[src/rtl/bus_master_arbiter_if.sv]
// Bus-master handshake bundle: requests/grants, CPU-side bus control and the composed address.
// master = DMA/bus-master agent side, slave = arbiter side.
interface bus_master_arbiter_if #(
    parameter int unsigned N_MASTERS  = 4,
    parameter int unsigned PAGE_WIDTH = 4,
    parameter int unsigned LOW_WIDTH  = 16
);
    logic [N_MASTERS-1:0]            request;
    logic [N_MASTERS-1:0]            grant_n;
    logic                            hold_acknowledge;
    logic                            address_enable_n;
    logic                            master_wait_n;
    logic [LOW_WIDTH-1:0]            channel_address;
    logic [PAGE_WIDTH+LOW_WIDTH-1:0] bus_address;
    logic                            timeout_event;

    modport master (
        output request,
        output channel_address,
        input  grant_n,
        input  hold_acknowledge,
        input  address_enable_n,
        input  master_wait_n,
        input  bus_address,
        input  timeout_event
    );

    modport slave (
        input  request,
        input  channel_address,
        output grant_n,
        output hold_acknowledge,
        output address_enable_n,
        output master_wait_n,
        output bus_address,
        output timeout_event
    );
endinterface

[src/rtl/bus_master_arbiter.sv]
// Hold/DMA arbiter: hands the 8088 bus to one of N_MASTERS requesters in step with cpu_clock edges.
// Optional grant timeout enabled by defining BUS_MASTER_ARBITER_TIMEOUT_EN.
module bus_master_arbiter #(
    parameter int unsigned N_MASTERS        = 4,
    parameter int unsigned PAGE_WIDTH       = 4,
    parameter int unsigned LOW_WIDTH        = 16,
    parameter int unsigned MAX_GRANT_CYCLES = 64
) (
    input  logic                  clock,
    input  logic                  reset_n,
    input  logic                  cpu_clock,
    input  logic [2:0]            processor_status,
    input  logic                  processor_lock_n,
    input  logic                  priority_rotate,
    input  logic                  page_write,
    input  logic [2:0]            page_select,
    input  logic [PAGE_WIDTH-1:0] page_data,
    bus_master_arbiter_if.slave   bus
);

    localparam int unsigned IDX_W = (N_MASTERS > 1) ? $clog2(N_MASTERS) : 1;

    typedef enum logic [2:0] {
        IDLE,
        REQ,
        SYNC,
        GRANT,
        HANDOVER,
        ACTIVE,
        RELEASE
    } state_t;

    state_t                 state, state_d;
    logic                   prev_cpu;
    logic                   cpu_pos, cpu_neg;
    logic [IDX_W-1:0]       winner, winner_d;
    logic [IDX_W-1:0]       rot_ptr, rot_ptr_d;
    logic [IDX_W-1:0]       win_c, ptr_next_c;
    logic                   win_found;
    logic [N_MASTERS-1:0]   grant_n, grant_n_d;
    logic [N_MASTERS-1:0]   req_eff;
    logic                   hold_ack, hold_ack_d;
    logic                   aen_n, aen_n_d;
    logic                   mwait_n, mwait_n_d;
    logic                   release_c;
    logic [PAGE_WIDTH-1:0]  page_reg [N_MASTERS];
    logic                   unused_status_s2;

    // S2 is not needed to recognise the passive (S1:S0 = 11) bus state
    assign unused_status_s2 = processor_status[2];

    assign cpu_pos = ~prev_cpu & cpu_clock;
    assign cpu_neg = prev_cpu & ~cpu_clock;

`ifdef BUS_MASTER_ARBITER_TIMEOUT_EN
    localparam int unsigned CNT_W = $clog2(MAX_GRANT_CYCLES + 1);

    logic [CNT_W-1:0]     cnt, cnt_d;
    logic [N_MASTERS-1:0] mask, mask_d;
    logic                 tmo, tmo_d;

    // a timed-out master stays masked until it lets go of its request
    assign req_eff           = bus.request & ~mask;
    assign bus.timeout_event = tmo;
`else
    assign req_eff           = bus.request;
    assign bus.timeout_event = 1'b0;
`endif

    // first requester at or above the start index, wrapping mod N_MASTERS
    always_comb begin : winner_select
        int unsigned base;
        int unsigned cand;
        base      = priority_rotate ? 32'(rot_ptr) : 32'd0;
        cand      = 32'd0;
        win_c     = '0;
        win_found = 1'b0;
        for (int unsigned i = 0; i < N_MASTERS; i++) begin
            cand = base + i;
            if (cand >= N_MASTERS) begin
                cand = cand - N_MASTERS;
            end
            if (!win_found && req_eff[IDX_W'(cand)]) begin
                win_found = 1'b1;
                win_c     = IDX_W'(cand);
            end
        end
    end

    assign ptr_next_c = (winner == IDX_W'(N_MASTERS - 1)) ? '0 : winner + IDX_W'(1);

    always_comb begin : fsm_next
        state_d    = state;
        winner_d   = winner;
        rot_ptr_d  = rot_ptr;
        grant_n_d  = grant_n;
        hold_ack_d = hold_ack;
        aen_n_d    = aen_n;
        mwait_n_d  = mwait_n;
        release_c  = 1'b0;
`ifdef BUS_MASTER_ARBITER_TIMEOUT_EN
        cnt_d      = cnt;
        mask_d     = mask & bus.request;
        tmo_d      = 1'b0;
`endif
        case (state)
            IDLE: begin
                if (|req_eff) begin
                    state_d = REQ;
                end
            end
            REQ: begin
                if (!(|req_eff)) begin
                    state_d = IDLE;
                end else if (cpu_pos && (processor_status[1:0] == 2'b11) && processor_lock_n) begin
                    state_d = SYNC;
                end
            end
            SYNC: begin
                if (!(|req_eff)) begin
                    state_d = IDLE;
                end else if (cpu_neg) begin
                    state_d    = GRANT;
                    winner_d   = win_c;
                    hold_ack_d = 1'b1;
                    mwait_n_d  = 1'b0;
                end
            end
            GRANT: begin
                if (cpu_pos) begin
                    state_d = HANDOVER;
                    aen_n_d = 1'b1;
                end
            end
            HANDOVER: begin
                if (cpu_pos) begin
                    state_d   = ACTIVE;
                    grant_n_d = ~(N_MASTERS'(1) << winner);
                    mwait_n_d = 1'b1;
`ifdef BUS_MASTER_ARBITER_TIMEOUT_EN
                    cnt_d     = '0;
`endif
                end
            end
            ACTIVE: begin
                release_c = ~bus.request[winner];
`ifdef BUS_MASTER_ARBITER_TIMEOUT_EN
                if (!release_c && cpu_pos) begin
                    if (cnt == CNT_W'(MAX_GRANT_CYCLES - 1)) begin
                        release_c      = 1'b1;
                        tmo_d          = 1'b1;
                        mask_d[winner] = 1'b1;
                    end else begin
                        cnt_d = cnt + CNT_W'(1);
                    end
                end
`endif
                if (release_c) begin
                    state_d    = RELEASE;
                    grant_n_d  = '1;
                    hold_ack_d = 1'b0;
                    mwait_n_d  = 1'b0;
                    rot_ptr_d  = ptr_next_c;
                end
            end
            RELEASE: begin
                if (cpu_pos) begin
                    state_d   = IDLE;
                    aen_n_d   = 1'b0;
                    mwait_n_d = 1'b1;
                end
            end
            default: begin
                state_d = IDLE;
            end
        endcase
    end

    always_ff @(posedge clock or negedge reset_n) begin
        if (!reset_n) begin
            state    <= IDLE;
            prev_cpu <= 1'b0;
            winner   <= '0;
            rot_ptr  <= '0;
            grant_n  <= '1;
            hold_ack <= 1'b0;
            aen_n    <= 1'b0;
            mwait_n  <= 1'b1;
        end else begin
            state    <= state_d;
            prev_cpu <= cpu_clock;
            winner   <= winner_d;
            rot_ptr  <= rot_ptr_d;
            grant_n  <= grant_n_d;
            hold_ack <= hold_ack_d;
            aen_n    <= aen_n_d;
            mwait_n  <= mwait_n_d;
        end
    end

`ifdef BUS_MASTER_ARBITER_TIMEOUT_EN
    always_ff @(posedge clock or negedge reset_n) begin
        if (!reset_n) begin
            cnt  <= '0;
            mask <= '0;
            tmo  <= 1'b0;
        end else begin
            cnt  <= cnt_d;
            mask <= mask_d;
            tmo  <= tmo_d;
        end
    end
`endif

    // out-of-range selects are dropped rather than aliased onto a real channel
    always_ff @(posedge clock or negedge reset_n) begin
        if (!reset_n) begin
            for (int i = 0; i < N_MASTERS; i++) begin
                page_reg[i] <= '0;
            end
        end else if (page_write && (32'(page_select) < N_MASTERS)) begin
            page_reg[page_select[IDX_W-1:0]] <= page_data;
        end
    end

    assign bus.grant_n          = grant_n;
    assign bus.hold_acknowledge = hold_ack;
    assign bus.address_enable_n = aen_n;
    assign bus.master_wait_n    = mwait_n;
    assign bus.bus_address      = (state == ACTIVE) ? {page_reg[winner], bus.channel_address} : '0;

endmodule

[src/flat_wrapper.sv]
// flat-port wrapper written by rule: the top's interface ports become plain ports
module bus_master_arbiter_flat 
#(
    parameter int unsigned N_MASTERS        = 4,
    parameter int unsigned PAGE_WIDTH       = 4,
    parameter int unsigned LOW_WIDTH        = 16,
    parameter int unsigned MAX_GRANT_CYCLES = 64
)
  (clock, reset_n, cpu_clock, processor_status, processor_lock_n, priority_rotate, page_write, page_select, page_data, bus_request, bus_channel_address, bus_grant_n, bus_hold_acknowledge, bus_address_enable_n, bus_master_wait_n, bus_bus_address, bus_timeout_event);
  bus_master_arbiter_if #(.N_MASTERS(N_MASTERS), .PAGE_WIDTH(PAGE_WIDTH), .LOW_WIDTH(LOW_WIDTH)) bus_i ();
  input  logic clock;
  input  logic reset_n;
  input  logic cpu_clock;
  input  logic [2:0] processor_status;
  input  logic processor_lock_n;
  input  logic priority_rotate;
  input  logic page_write;
  input  logic [2:0] page_select;
  input  logic [PAGE_WIDTH-1:0] page_data;
  input wire logic [$bits(bus_i.request)-1:0] bus_request;
  input wire logic [$bits(bus_i.channel_address)-1:0] bus_channel_address;
  output wire logic [$bits(bus_i.grant_n)-1:0] bus_grant_n;
  output wire logic [$bits(bus_i.hold_acknowledge)-1:0] bus_hold_acknowledge;
  output wire logic [$bits(bus_i.address_enable_n)-1:0] bus_address_enable_n;
  output wire logic [$bits(bus_i.master_wait_n)-1:0] bus_master_wait_n;
  output wire logic [$bits(bus_i.bus_address)-1:0] bus_bus_address;
  output wire logic [$bits(bus_i.timeout_event)-1:0] bus_timeout_event;
  assign bus_i.request = bus_request;
  assign bus_i.channel_address = bus_channel_address;
  assign bus_grant_n = bus_i.grant_n;
  assign bus_hold_acknowledge = bus_i.hold_acknowledge;
  assign bus_address_enable_n = bus_i.address_enable_n;
  assign bus_master_wait_n = bus_i.master_wait_n;
  assign bus_bus_address = bus_i.bus_address;
  assign bus_timeout_event = bus_i.timeout_event;
  bus_master_arbiter #(.N_MASTERS(N_MASTERS), .PAGE_WIDTH(PAGE_WIDTH), .LOW_WIDTH(LOW_WIDTH), .MAX_GRANT_CYCLES(MAX_GRANT_CYCLES)) u_core (.clock(clock), .reset_n(reset_n), .cpu_clock(cpu_clock), .processor_status(processor_status), .processor_lock_n(processor_lock_n), .priority_rotate(priority_rotate), .page_write(page_write), .page_select(page_select), .page_data(page_data), .bus(bus_i));
endmodule
[config.mk]
export PLATFORM = sky130hd
export DESIGN_NAME = bus_master_arbiter_flat
export DESIGN_NICKNAME = d
export VERILOG_FILES = /design/src/rtl/bus_master_arbiter_if.sv /design/src/rtl/bus_master_arbiter.sv /design/src/flat_wrapper.sv
export SDC_FILE = /design/constraint.sdc
export NUM_CORES = 1
export LEC_CHECK = 0
export BUFFER_PORTS_ARGS = -buffer_cell sky130_fd_sc_hd__buf_2
export CAP_MARGIN = 20
export CORE_UTILIZATION = 46
export DETAILED_ROUTE_END_ITERATION = 8
export GPL_TIMING_DRIVEN = 0
export PLACE_DENSITY = 0.87
export SYNTH_ARGS = -nofsm -noshare
export SYNTH_HDL_FRONTEND = slang
export SYNTH_SLANG_ARGS = --single-unit
[constraint.sdc]
create_clock -name clock -period 1.6 [get_ports clock]
set_input_delay 0.24 -clock clock [delete_from_list [all_inputs] [get_ports clock]]
set_output_delay 0.24 -clock clock [all_outputs]
set_load 0.1 [all_outputs]
== After elaboration in Yosys (flattened, before gate mapping) ==
Index checks and enable logic that the tools add are counted.
W data, S select, Z words.

* $lt $le $gt $ge: 13
* Reductions and logical operators: 24
* Shifts and indexed selects: 1
* Bitwise logic cells: 8
* Add/subtract/negate cells: 8
* Equality and inequality tests: 18
* Multiplexer cells: 53

{| class="wikitable"
|+ Operators by type and width
! operator !! count
|-
| $ge A32 B3 Y1 const B || 4
|-
| $mux W3 || 9
|-
| $pmux W3 S7 || 1
|-
| $mux W2 || 10
|-
| $mux W20 || 1
|-
| $mux W4 || 5
|-
| $bwmux W16 || 1
|-
| $lt A2 B3 Y1 const B || 5
|-
| $mux W1 || 15
|-
| $ne A2 B1 Y1 const B || 7
|-
| $bmux W1 S2 || 5
|-
| $eq A3 B3 Y1 const B || 3
|-
| $reduce_and A3 Y1 || 3
|-
| $bmux W4 S2 || 1
|-
| $demux W4 S2 || 1
|-
| $pmux W4 S2 || 1
|-
| $sub A2 B1 Y2 const B || 4
|-
| $logic_and A1 B1 Y1 || 7
|-
| $reduce_and A7 Y1 || 1
|-
| $add A2 B2 Y3 const B || 2
|-
| $eq A3 B2 Y1 const B || 2
|-
| $ge A3 B3 Y1 const B || 2
|-
| $not A2 Y3 || 2
|-
| $reduce_bool A2 Y1 || 3
|-
| 23 further kinds || 30
|}

* Register bits after elaboration: 31
* Output and inout port bits: 28
* Input port bits: 36

== Longest topological paths before layout ==
* Depth in word-level cells: 15
* Mapped depth: 6
* Gate-level depth less buffers: 5

== Worst setup path before layout ==
Ideal clock, no wire load.

* Kind: register -> output
* From: reg u_core.state[1]
* To: out bus_bus_address[0]
* Data arrival time: 1.818 ns
* Stages on the path, launching flop included: 6
* Path buffers: 2
* Data required time: 1.360 ns
* Slack: -0.458 ns
* Cell sequence: dfrtp_1 > clkbuf_1 > inv_1 > and3_1 > clkbuf_1 > and2_1

* Word-level cells in the longest chain between the ends: 2

{| class="wikitable"
|+ RTL lines
! what !! line !! source
|-
| start: declaration || bus_master_arbiter.sv:33 || <nowiki>state_t state, state_d;</nowiki>
|-
| start signal: assignment || bus_master_arbiter.sv:190 || <nowiki>state <= state_d;</nowiki>
|-
| $eq A3 B3 Y1 || bus_master_arbiter.sv:230 || <nowiki>assign bus.bus_address = (state == ACTIVE) ? {page_reg[winner], bus.channel_address} : '0;</nowiki>
|-
| $mux W20 || bus_master_arbiter.sv:230 ||
|-
| end: declaration || flat_wrapper.sv:26 || <nowiki>output wire logic [$bits(bus_i.bus_address)-1:0] bus_bus_address;</nowiki>
|}

No other way between the ends.

== Worst setup path after layout ==
* From: reg u_core.winner[0]
* To: out bus_bus_address[16]

* Word-level cells in the longest chain between the ends: 5

{| class="wikitable"
|+ RTL lines
! what !! line !! source
|-
| start: declaration || bus_master_arbiter.sv:36 || <nowiki>logic [IDX_W-1:0] winner, winner_d;</nowiki>
|-
| start signal: assignment || bus_master_arbiter.sv:192 || <nowiki>winner <= winner_d;</nowiki>
|-
| $not A2 Y3 (not written as such) || bus_master_arbiter.sv:230 ||
|-
| $bmux W4 S2 || bus_master_arbiter.sv:230 ||
|-
| $mux W4 (not written as such) (2 in a row) || bus_master_arbiter.sv:230 ||
|-
| $mux W20 || bus_master_arbiter.sv:230 ||
|}

No other way between the ends. The select of a mux whose other input is x is not followed.

==> metrics.txt <==
post-cts hold buffer count 0; die width 68.2 microns; worst hold path class primary input to async pin; multi-input logic area 0.00127 sq mm; Post-Place Setup Slack -0.427 ns; io pins 64; most frequent cells in the layout buf_2 (40), dfrtp_1 (23), and2_4 (21); WHS -0.0179 ns; switch share 0.501; CTS tree built; Routed Antenna Nets 0; core box area 0.00412 sq mm; Internal 2.93 mW; Final min period 1.90 ns; Die Height 68.2 microns; most common cell after layout, fill and taps aside buf_2; first-pass GRT wire length 10,300 microns; grt met1 use 0.374; Crit path largest cell delay 0.52 ns; Post-synth top flop dfrtp_1; post-synthesis cell count 197; Critical Path RT 1.36 ns; # setup viols final 30; Clock power frac 0.111; Die ar. 0.00465 sq mm; slew margin rel. 0.229; failing checks hold timing, setup timing; Net Switching 2.94 mW; antenna violations before repair 0; port bufs 59; via count 2,048; vias in the first global route 2,020; Crit-path slowest cell mux4_2; reg-to-reg setup timing slack -0.29 ns; diode count 0; clk_skew 0.00946 ns; Worst setup EP type primary output; fraction of registers with async set/reset 1.00; Tightest Pin Transition 1.14 ns; Final WS setup -0.297 ns; largest net degree at the start of global routing 32; H-tree levels 2; maximum vdd drop 0.647 mV; achievable clock frequency 0.527 GHz; # DRC 0; DRT Pass-1 Iters 6; register bit total from synthesis 31; Placer Congestion 0.857; total routed wirelength 6920 microns; run status finished with violations; clk root buf clkbuf_8; number of flops mapped to enable cells by yosys 0; max reg flops 16; setup TNS -4.69 ns; violation count after the first detailed-route iteration 287; crit path kind register to primary output; initial core utilization 0.490; unrepaired setup endpoints after global routing yes; Overflow after GRT 0; Arr. time, crit path 1.66 ns; post-DP HPWL 3230 microns; Leakage 1.35 nW; Synth warnings 0; WP buf/inv 2; GR Layer Usage met3 0.100; fin crit share 1.19; # clock sinks 31; CTS buffer count 5; global-route usage over all layers 0.317; Logic pwr share 0.658; crit-path max FO 7; Power Total 5.87 mW; fin nets 320; Final Hold Viols 17; Slew Viols, Final 0; grt met2 use 0.502; Critical Path Source Type register; Yosys cell types 52; crit-path cells buf_6, mux4_2, and2_4, buf_12; Post-Syn Area 0.00202 sq mm; MaxCap Viol Count 0; Worst-Skew Late Latency 0.30 ns; Seq/Total Area, Yosys 0.388; Crit path max-delay family multiplexers; Syn-to-layout area delta 52.5%; Mean Syn Cell Area 10.2 sq um; register share of total power 0.231; Net Count, Synth 237; row cnt 23; CTS Buffer Depth 2; GR peak layer met2; Worst-path clk slew 0.07 ns; Seq. cell area 786 sq um; Via-to-Cell Ratio 6.21; share of cells above drive strength 1 0.600; DR WL/cell 21.0 microns; Filler Cells Inserted 228; PD cells 1910 mW/mm^2
## cells in the mapped netlist (2+ instances only)
cell | count | area (sq um)
dfrtp_1 | 26 | 651
and2_1 | 20 | 125
o21ai_0 | 18 | 90.1
mux2_2 | 17 | 191
nand2_1 | 11 | 41.3
nor2_1 | 10 | 37.5
clkbuf_1 | 6 | 22.5
a31oi_1 | 5 | 31.3
dfstp_2 | 5 | 131
inv_1 | 5 | 18.8
ha_1 | 4 | 50.1
mux4_2 | 4 | 90.1
nand2b_1 | 4 | 25.0
buf_6 | 3 | 33.8
mux2i_1 | 3 | 30.0
nor2b_1 | 3 | 18.8
nor3_1 | 3 | 15.0
nor3b_1 | 3 | 22.5
nor4bb_1 | 3 | 30.0
a211oi_2 | 2 | 25.0
a21oi_1 | 2 | 10.0
a22oi_1 | 2 | 15.0
and2b_1 | 2 | 15.0
and3_1 | 2 | 12.5
buf_2 | 2 | 10.0
buf_4 | 2 | 15.0
nand3_1 | 2 | 10.0
o22ai_1 | 2 | 12.5
o31ai_1 | 2 | 15.0
or3_1 | 2 | 12.5
## final cells by class
class | count | share of cell area
plain buffers | 11 | 0.0313
multi-input cells | 148 | 0.412
clock inverters | 1 | 0.00163
repair buffers | 78 | 0.246
flip-flops and latches | 31 | 0.255
well taps | 50 | 0.0203
clock buffers | 6 | 0.0269
inverters | 5 | 0.00610
## worst reg2reg max path: cells and delay by family (launching register included)
family | cells | cell delay, ns
muxes | 1 | 0.56
DFF | 1 | 0.37
AOI/OAI and AO/OA | 2 | 0.27
and+or+nand+nor | 1 | 0.33
buffers and inverters | 2 | 0.29
## repair_timing
action                     4_1_cts  5_1_grt
setup buffers                   13        4
setup endpoints to repair       30       32
pin swaps                       22        6
cloned                           2        0
gates resized for setup        108       13
## worst paths after layout
path	start	to	depth (start not counted)
worst max-delay path	u_core.winner[0]	bus_bus_address[16]	4
worst min-delay path	reset_n	u_core.bus.hold_acknowledge	1
worst max register to register	u_core.winner[0]	u_core.bus.grant_n[2]	6
worst min register to register	u_core.page_reg[6]	u_core.page_reg[6]	1
max in group asynchronous	reset_n	u_core.rot_ptr[0]	1
min in group clock	cpu_clock	u_core.prev_cpu	1
## cell families (layout without fill, tap and decap cells)
| group | Yosys count | in the layout | synth area share |
|---|---|---|---|
| multiplexers | 25 | 25 | 0.167 |
| other | 1 | 1 | 0.00186 |
| AND/OR/NAND/NOR | 74 | 74 | 0.223 |
| buffers and inverters | 18 | 101 | 0.0496 |
| AO/OA/AOI/OAI | 44 | 44 | 0.145 |
| adder cells (fa/ha/maj) | 4 | 4 | 0.0248 |
| flip-flops | 31 | 31 | 0.388 |
## layer usage
layer / wire length (microns) / share of wire
met4: 336 / 0.049
met2: 3350 / 0.48
met1: 2630 / 0.38
met3: 609 / 0.088
met5: 0 / 0
## power groups by stage
stage	Sequential, mW	Combinational (mW)	Clock, mW
final	1.36	3.86	0.651
after global routing	1.38	4.03	0.688
after CTS	1.31	3.54	0.621
after detailed placement	1.27	2.91	0
after global placement	1.26	2.84	0
after floorplan	1.81	1.90	0
## per-stage QoR
step	instance area, sq um	utilization	instances
after floorplan	2070	-	197
after global placement	2430	0.591	306
after detailed placement	2430	0.591	306
after CTS	3010	0.731	326
after global routing	3080	0.747	330
final	3080	0.747	330
(Power assumes the default switching activity.)
